<file path="config.mk">
export PLATFORM = sky130hd
export DESIGN_NAME = apb_master_bridge
export DESIGN_NICKNAME = d
export VERILOG_FILES = /design/src/rtl/apb_master_bridge.sv
export SDC_FILE = /design/constraint.sdc
export NUM_CORES = 1
export LEC_CHECK = 0
export CAP_MARGIN = 30
export CORE_MARGIN = 8
export CORE_UTILIZATION = 44
export CTS_CLUSTER_SIZE = 14
export DETAILED_ROUTE_END_ITERATION = 10
export PLACE_DENSITY = 0.86
export SYNTH_ARGS = -nofsm -noshare
export SYNTH_HDL_FRONTEND = slang
export SYNTH_SLANG_ARGS = --single-unit
</file>
<file path="constraint.sdc">
create_clock -name PCLK -period 3.3 [get_ports PCLK]
set_input_delay 0.99 -clock PCLK [delete_from_list [all_inputs] [get_ports PCLK]]
set_output_delay 0.99 -clock PCLK [all_outputs]
set_load 0.01 [all_outputs]
</file>
<file path="src/rtl/apb_master_bridge.sv">
`default_nettype none
// ============================================================================
// Module      : apb_master_bridge
// Description : Parametrised APB3 master. It converts a simple request port
//               (transfer / READ_WRITE / address / data) into SETUP and ACCESS
//               bus cycles towards NUM_SLV slaves. The slave is decoded from
//               the top address bits. The selected slave's PREADY, PRDATA and
//               PSLVERR are muxed back to the requester. Back-to-back
//               transfers and slave wait states are supported.
// Optional    : define APB_TIMEOUT_EN to abort ACCESS phases that last
//               TIMEOUT cycles without PREADY. The transfer then completes
//               with PSLVERR=1.
// Ports       : PCLK, PRESETn (async, active low)
//               request : transfer, READ_WRITE, apb_write_paddr,
//                         apb_write_data, apb_read_paddr
//               bus     : PSEL[NUM_SLV], PENABLE, PWRITE, PADDR, PWDATA,
//                         PREADY_s, PRDATA_s (slave i at [i*DATA_W +: DATA_W]),
//                         PSLVERR_s
//               status  : apb_read_data_out, PSLVERR, xfer_done, busy
// Revision    : 1.0 - initial release
// ============================================================================
module apb_master_bridge #(
    parameter int ADDR_W  = 9,
    parameter int DATA_W  = 8,
    parameter int NUM_SLV = 2,
    parameter int TIMEOUT = 16
) (
    input  logic                      PCLK,
    input  logic                      PRESETn,
    input  logic                      transfer,
    input  logic                      READ_WRITE,
    input  logic [ADDR_W-1:0]         apb_write_paddr,
    input  logic [DATA_W-1:0]         apb_write_data,
    input  logic [ADDR_W-1:0]         apb_read_paddr,
    output logic [NUM_SLV-1:0]        PSEL,
    output logic                      PENABLE,
    output logic                      PWRITE,
    output logic [ADDR_W-1:0]         PADDR,
    output logic [DATA_W-1:0]         PWDATA,
    input  logic [NUM_SLV-1:0]        PREADY_s,
    input  logic [NUM_SLV*DATA_W-1:0] PRDATA_s,
    input  logic [NUM_SLV-1:0]        PSLVERR_s,
    output logic [DATA_W-1:0]         apb_read_data_out,
    output logic                      PSLVERR,
    output logic                      xfer_done,
    output logic                      busy
);

    localparam int SEL_W = (NUM_SLV > 1) ? $clog2(NUM_SLV) : 0;
    localparam int IDX_W = (SEL_W > 0) ? SEL_W : 1;

    typedef enum logic [1:0] {
        ST_IDLE   = 2'd0,
        ST_SETUP  = 2'd1,
        ST_ACCESS = 2'd2
    } state_t;

    state_t r_state;

    // ------------------------------------------------------------------
    // Request side: pick the address for the requested direction and decode
    // ------------------------------------------------------------------
    logic [ADDR_W-1:0]  w_req_addr;
    logic [IDX_W-1:0]   w_req_idx;
    logic               w_req_ok;
    logic [NUM_SLV-1:0] w_req_psel;

    assign w_req_addr = READ_WRITE ? apb_write_paddr : apb_read_paddr;

    generate
        if (SEL_W > 0) begin : g_sel_decode
            assign w_req_idx = w_req_addr[ADDR_W-1 -: SEL_W];
            // If NUM_SLV is not a power of two, the upper index codes map to no slave.
            assign w_req_ok  = (32'(w_req_idx) < 32'(NUM_SLV));
        end else begin : g_sel_single
            assign w_req_idx = '0;
            assign w_req_ok  = 1'b1;
        end
    endgenerate

    assign w_req_psel = w_req_ok ? (NUM_SLV'(1) << w_req_idx) : '0;

    // ------------------------------------------------------------------
    // Response side: PSEL is one-hot (or zero on a decode error), so it
    // steers the mux directly. Non-selected slaves contribute nothing.
    // ------------------------------------------------------------------
    logic              w_sel_ready;
    logic              w_sel_err;
    logic [DATA_W-1:0] w_sel_rdata;

    always_comb begin
        w_sel_ready = 1'b0;
        w_sel_err   = 1'b0;
        w_sel_rdata = '0;
        for (int i = 0; i < NUM_SLV; i++) begin
            if (PSEL[i]) begin
                w_sel_ready = PREADY_s[i];
                w_sel_err   = PSLVERR_s[i];
                w_sel_rdata = PRDATA_s[i*DATA_W +: DATA_W];
            end
        end
    end

    logic w_in_access;
    logic w_dec_err;
    logic w_tmo;
    logic w_fault;
    logic w_done;
    logic w_accept;

    assign w_in_access = (r_state == ST_ACCESS);
    // No PSEL bit in a running transfer means that the address decoded to no slave.
    assign w_dec_err   = ~|PSEL;

`ifdef APB_TIMEOUT_EN
    localparam int CNT_W = (TIMEOUT > 1) ? $clog2(TIMEOUT) : 1;
    logic [CNT_W-1:0] r_tcnt;

    always_ff @(posedge PCLK or negedge PRESETn) begin
        if (!PRESETn) begin
            r_tcnt <= '0;
        end else if (r_state == ST_SETUP) begin
            r_tcnt <= '0;
        end else if (w_in_access && !w_sel_ready) begin
            r_tcnt <= r_tcnt + CNT_W'(1);
        end
    end

    // This cycle is the TIMEOUT-th cycle without PREADY. A PREADY that
    // arrives on the same edge wins.
    assign w_tmo = w_in_access && !w_sel_ready && (r_tcnt == CNT_W'(TIMEOUT - 1));
`else
    // Without the timeout an ACCESS phase waits for PREADY with no limit. TIMEOUT has no effect.
    assign w_tmo = (TIMEOUT < 0);
`endif

    assign w_fault  = w_dec_err | w_tmo;
    assign w_done   = w_in_access & (w_sel_ready | w_fault);
    // A new request is taken in IDLE, or on the edge that completes the current transfer.
    assign w_accept = transfer & ((r_state == ST_IDLE) | w_done);

    // ------------------------------------------------------------------
    // Main FSM with registered bus and status outputs
    // ------------------------------------------------------------------
    always_ff @(posedge PCLK or negedge PRESETn) begin
        if (!PRESETn) begin
            r_state           <= ST_IDLE;
            PSEL              <= '0;
            PENABLE           <= 1'b0;
            PWRITE            <= 1'b0;
            PADDR             <= '0;
            PWDATA            <= '0;
            apb_read_data_out <= '0;
            PSLVERR           <= 1'b0;
            xfer_done         <= 1'b0;
            busy              <= 1'b0;
        end else begin
            xfer_done <= 1'b0;

            case (r_state)
                ST_IDLE: begin
                    r_state <= ST_IDLE;
                end
                ST_SETUP: begin
                    PENABLE <= 1'b1;
                    r_state <= ST_ACCESS;
                end
                ST_ACCESS: begin
                    if (w_done) begin
                        xfer_done <= 1'b1;
                        PSLVERR   <= w_sel_ready ? w_sel_err : 1'b1;
                        if (!PWRITE) begin
                            apb_read_data_out <= w_sel_ready ? w_sel_rdata : '0;
                        end
                        PENABLE <= 1'b0;
                        PSEL    <= '0;
                        busy    <= 1'b0;
                        r_state <= ST_IDLE;
                    end
                end
                default: begin
                    PSEL    <= '0;
                    PENABLE <= 1'b0;
                    busy    <= 1'b0;
                    r_state <= ST_IDLE;
                end
            endcase

            // A new request is written last. It replaces the IDLE return
            // that the completion code above scheduled.
            if (w_accept) begin
                PSEL    <= w_req_psel;
                PENABLE <= 1'b0;
                PWRITE  <= READ_WRITE;
                PADDR   <= w_req_addr;
                if (READ_WRITE) begin
                    PWDATA <= apb_write_data;
                end
                busy    <= 1'b1;
                r_state <= ST_SETUP;
            end
        end
    end

endmodule
`default_nettype wire

</file>
==> summary.txt <==
Drt
  – Via-per-instance ratio: 5.303
  – Initial detailed-routing violation count: 83
  – Number of design rule violations left after detail routing: 0
  – 1st-pass router iterations: 4
  – Detailed Route WL: 4608 µm
  – Post-DRT Antenna Nets: 0
  – Via count: ~1400
  – Post-DR wirelength/cell: around 17 µm

Synthesis
  – Proportion of netlist area held by the largest area contributor: between 40% and 50%
  – Syn Area/Cell: 12.62 µm²
  – Share of flip-flops with an asynchronous set or reset after synthesis: between 90% and 100%
  – Post-synthesis register bit count: 34
  – Post-synthesis sequential area ratio: around half
  – EDFF count, synth: 0
  – Total nets after synthesis: ~190
  – Cell taking the most area after synthesis: sky130_fd_sc_hd__dfrtp_1
  – Post-synth top flop: sky130_fd_sc_hd__dfrtp_1
  – Number of different library cells in the post-synthesis netlist: 29
  – Main area contributors after synthesis: sky130_fd_sc_hd__dfrtp_1 (50%), sky130_fd_sc_hd__mux2_2 (23%), sky130_fd_sc_hd__nand3b_1 (3.9%), sky130_fd_sc_hd__a22oi_1 (3.5%), sky130_fd_sc_hd__nor4_4 (2.5%)
  – Synth Warn #: 0
  – Cell area after synthesis: 1717 µm²
  – Count of mapped cells out of synthesis: about 140

Place
  – Final weighted congestion in routability-driven placement: approximately 0.80
  – Place WS: 510.0 ps
  – Number of instances in the placed design: 263
  – Number of port buffers: 81
  – Hpwl dp: roughly 3600 µm

Clocking
  – Post-CTS Hold Fix Bufs: 0
  – CTS tree: done
  – Number of post-CTS setup repair buffers: 0
  – Resized Gates After CTS: 0
  – CTS clock-pin slew for the worst setup and hold paths: 60 ps
  – Root Buffer Master: sky130_fd_sc_hd__clkbuf_8
  – Htree depth: 2
  – CTS buffer count: 5
  – Insertion delay to the later sink of the worst-skew pair: around 280 ps
  – Maximum clock path buffer count: 2
  – Count of clock tree sinks: 34

Global route
  – Global-route wire length before repair: ~7500 µm
  – Largest net degree at the start of global routing: 35
  – Initial antenna violation count: 0
  – Via count of the first global-routing pass: ~1500
  – Overall overflow remaining after global route: 0
  – Global Route Usage Sum: 14.90%

Critical path
  – Critical path arrival: between 2000 and 3000 ps
  – Capturing element type of the critical path: register
  – Critical path class: in2reg
  – CP startpoint kind: input pin
  – Worst setup path startpoint: PREADY_s[0]
  – Data required time at the worst endpoint: 3460 ps
  – Reg2Reg Capture Point: apb_read_data_out[1]
  – R2r startpoint: PSEL[0]
  – Endpoint of the worst setup timing path: PWDATA[6]
  – Register-to-Register Path Depth: 3
  – Max FO, Critical Path: 8
  – Minimum setup slack among reg-to-reg paths: between 1000 and 1500 ps

STA
  – Final period utilization: between 70% and 80%
  – Final hold violations: 0
  – Unrepaired setup endpoints after global routing: no
  – Slack of the critical path: 796.9 ps
  – Final min period: around 2500 ps
  – Setup violators final: 0
  – Final hold slack: 506.8 ps
  – Final total negative setup slack: 0 ps
  – Slew Viols, Final: 0
  – Pin slew with the least headroom to its limit: about 610 ps
  – Skew final: about 3.4 ps
  – Maximum frequency from static timing analysis: 399.5 MHz
  – Slew HR: roughly three fifths

Final layout
  – Area added between synthesis and finish: 56.12%
  – Layout Nets: between 200 and 300
  – Share of cells above drive strength 1: between 20% and 30%
  – Antenna cells: 0
  – Final std cells w/o fill: approximately 270

Min path
  – Hold Crit Class: reg2reg

Die
  – Die Ht: approximately 78 µm
  – Horizontal extent of the die: slightly below 80 µm
  – CORE AREA: between 3000 and 4000 µm²
  – Standard-cell rows: 22
  – I/O pin total: ~80
  – Die outline area: 6156 µm²
  – Initial standard-cell utilization of the core: between 40% and 50%

Pwr
  – Worst VDD drop: 0.0003852 V
  – Power per Cell Area: ~740 nW/µm²
  – Leakage: between 1 and 1.5 nW

Run status
  – Result of the run: finished clean

Job
  – Number of max-cap violations: 0
-- final cells by class --
type                       instances  area (µm²)
fill                             267        1036
tap                               48       60.06
inverter                           5       18.77
clock buffer                       7       86.33
timing repair buffer              86       848.3
multi-input combinational         90       810.8
sequential                        34       850.8
clock inverter                     1       5.005
-- cells by family (layout without fill, tap and decap cells) --
kind of cell           count (synthesis)  in the layout  share of synthesized area (%)
AOI/OAI and AO/OA                     16             16                          6.925
buffers and inverters                 12             99                          3.571
and+or+nand+nor                       36             36                          15.23
muxes                                 38             38                          24.71
DFF                                   34             34                          49.56
-- how the worst min path moves through the flow --
| stage | start | end | slack [ps] | depth (start not counted) |
|---|---|---|---|---|
| after floorplan | PADDR[0] | PADDR[0] | 550 | 1 |
| after global placement | apb_read_data_out[0] | apb_read_data_out[0] | 490 | 1 |
| after detailed placement | PWDATA[5] | PWDATA[5] | 500 | 1 |
| after CTS | PADDR[4] | PADDR[4] | 510 | 1 |
| after global routing | PADDR[4] | PADDR[4] | 520 | 1 |
| final | apb_read_data_out[7] | apb_read_data_out[7] | 510 | 1 |
-- sequential cells by signal (all words and copies together) (netlist names) --
signal,count
PSLVERR,1
PSEL,2
xfer_done,1
busy,1
apb_read_data_out,8
PWDATA,8
r_state,2
PENABLE,1
PWRITE,1
PADDR,9
-- report_power, final --
group | internal, mW | leakage (nW) | total (mW) | switching [mW]
clock | 0.168 | 0.0482 | 0.305 | 0.137
combinational | 0.573 | 0.641 | 0.952 | 0.380
sequential | 0.587 | 0.415 | 0.722 | 0.135
-- Yosys cell counts, types with 2 or more instances --
cell type	n
sky130_fd_sc_hd__a22oi_1	8
sky130_fd_sc_hd__and2b_1	2
sky130_fd_sc_hd__buf_6	2
sky130_fd_sc_hd__clkbuf_1	4
sky130_fd_sc_hd__dfrtp_1	34
sky130_fd_sc_hd__inv_1	5
sky130_fd_sc_hd__mux2_2	35
sky130_fd_sc_hd__mux2i_1	3
sky130_fd_sc_hd__nand2_1	11
sky130_fd_sc_hd__nand3b_1	9
sky130_fd_sc_hd__nor2_1	2
sky130_fd_sc_hd__nor2b_1	2
sky130_fd_sc_hd__nor4_4	2
sky130_fd_sc_hd__o21ai_0	2
-- stage by stage --
step | cell area [µm²] | utilization, % | power, mW
after floorplan | 1717 | - | 1.190
after CTS | 2680 | 72.12 | 2.009
after global placement | 2589 | 69.66 | 1.652
final | 2680 | 72.12 | 1.980
after detailed placement | 2589 | 69.66 | 1.691
after global routing | 2680 | 72.12 | 2.103
-- layout by cell type (no fill, tap or decap), drive strengths merged, types with 2 or more instances in the layout --
master         Yosys  layout
nor2               2       2
nand2             11      11
mux2i              3       3
dfrtp             34      34
mux2              35      35
inv                5       5
and2b              2       2
nor2b              2       2
clkbuf             4       7
o21ai              2       2
nand3b             9       9
nor4               2       2
clkdlybuf4s50      0      81
buf                3       5
nand2b             2       2
a22oi              8       8
-- worst max-delay path, stage by stage --
cell                              delay, ps
sky130_fd_sc_hd__clkdlybuf4s50_1        530
sky130_fd_sc_hd__and4bb_4               270
sky130_fd_sc_hd__nor4bb_2               300
sky130_fd_sc_hd__buf_4                  220
sky130_fd_sc_hd__mux2_2                 350
-- per-layer routing --
layer / part of all wire, % / global-route usage (%)
met4: 1.6 / 6.852
met3: 8.4 / 4.897
met5: 0 / 0
met2: 49 / 24.52
met1: 41 / 17.14
Power figures use the tool's default switching activity.
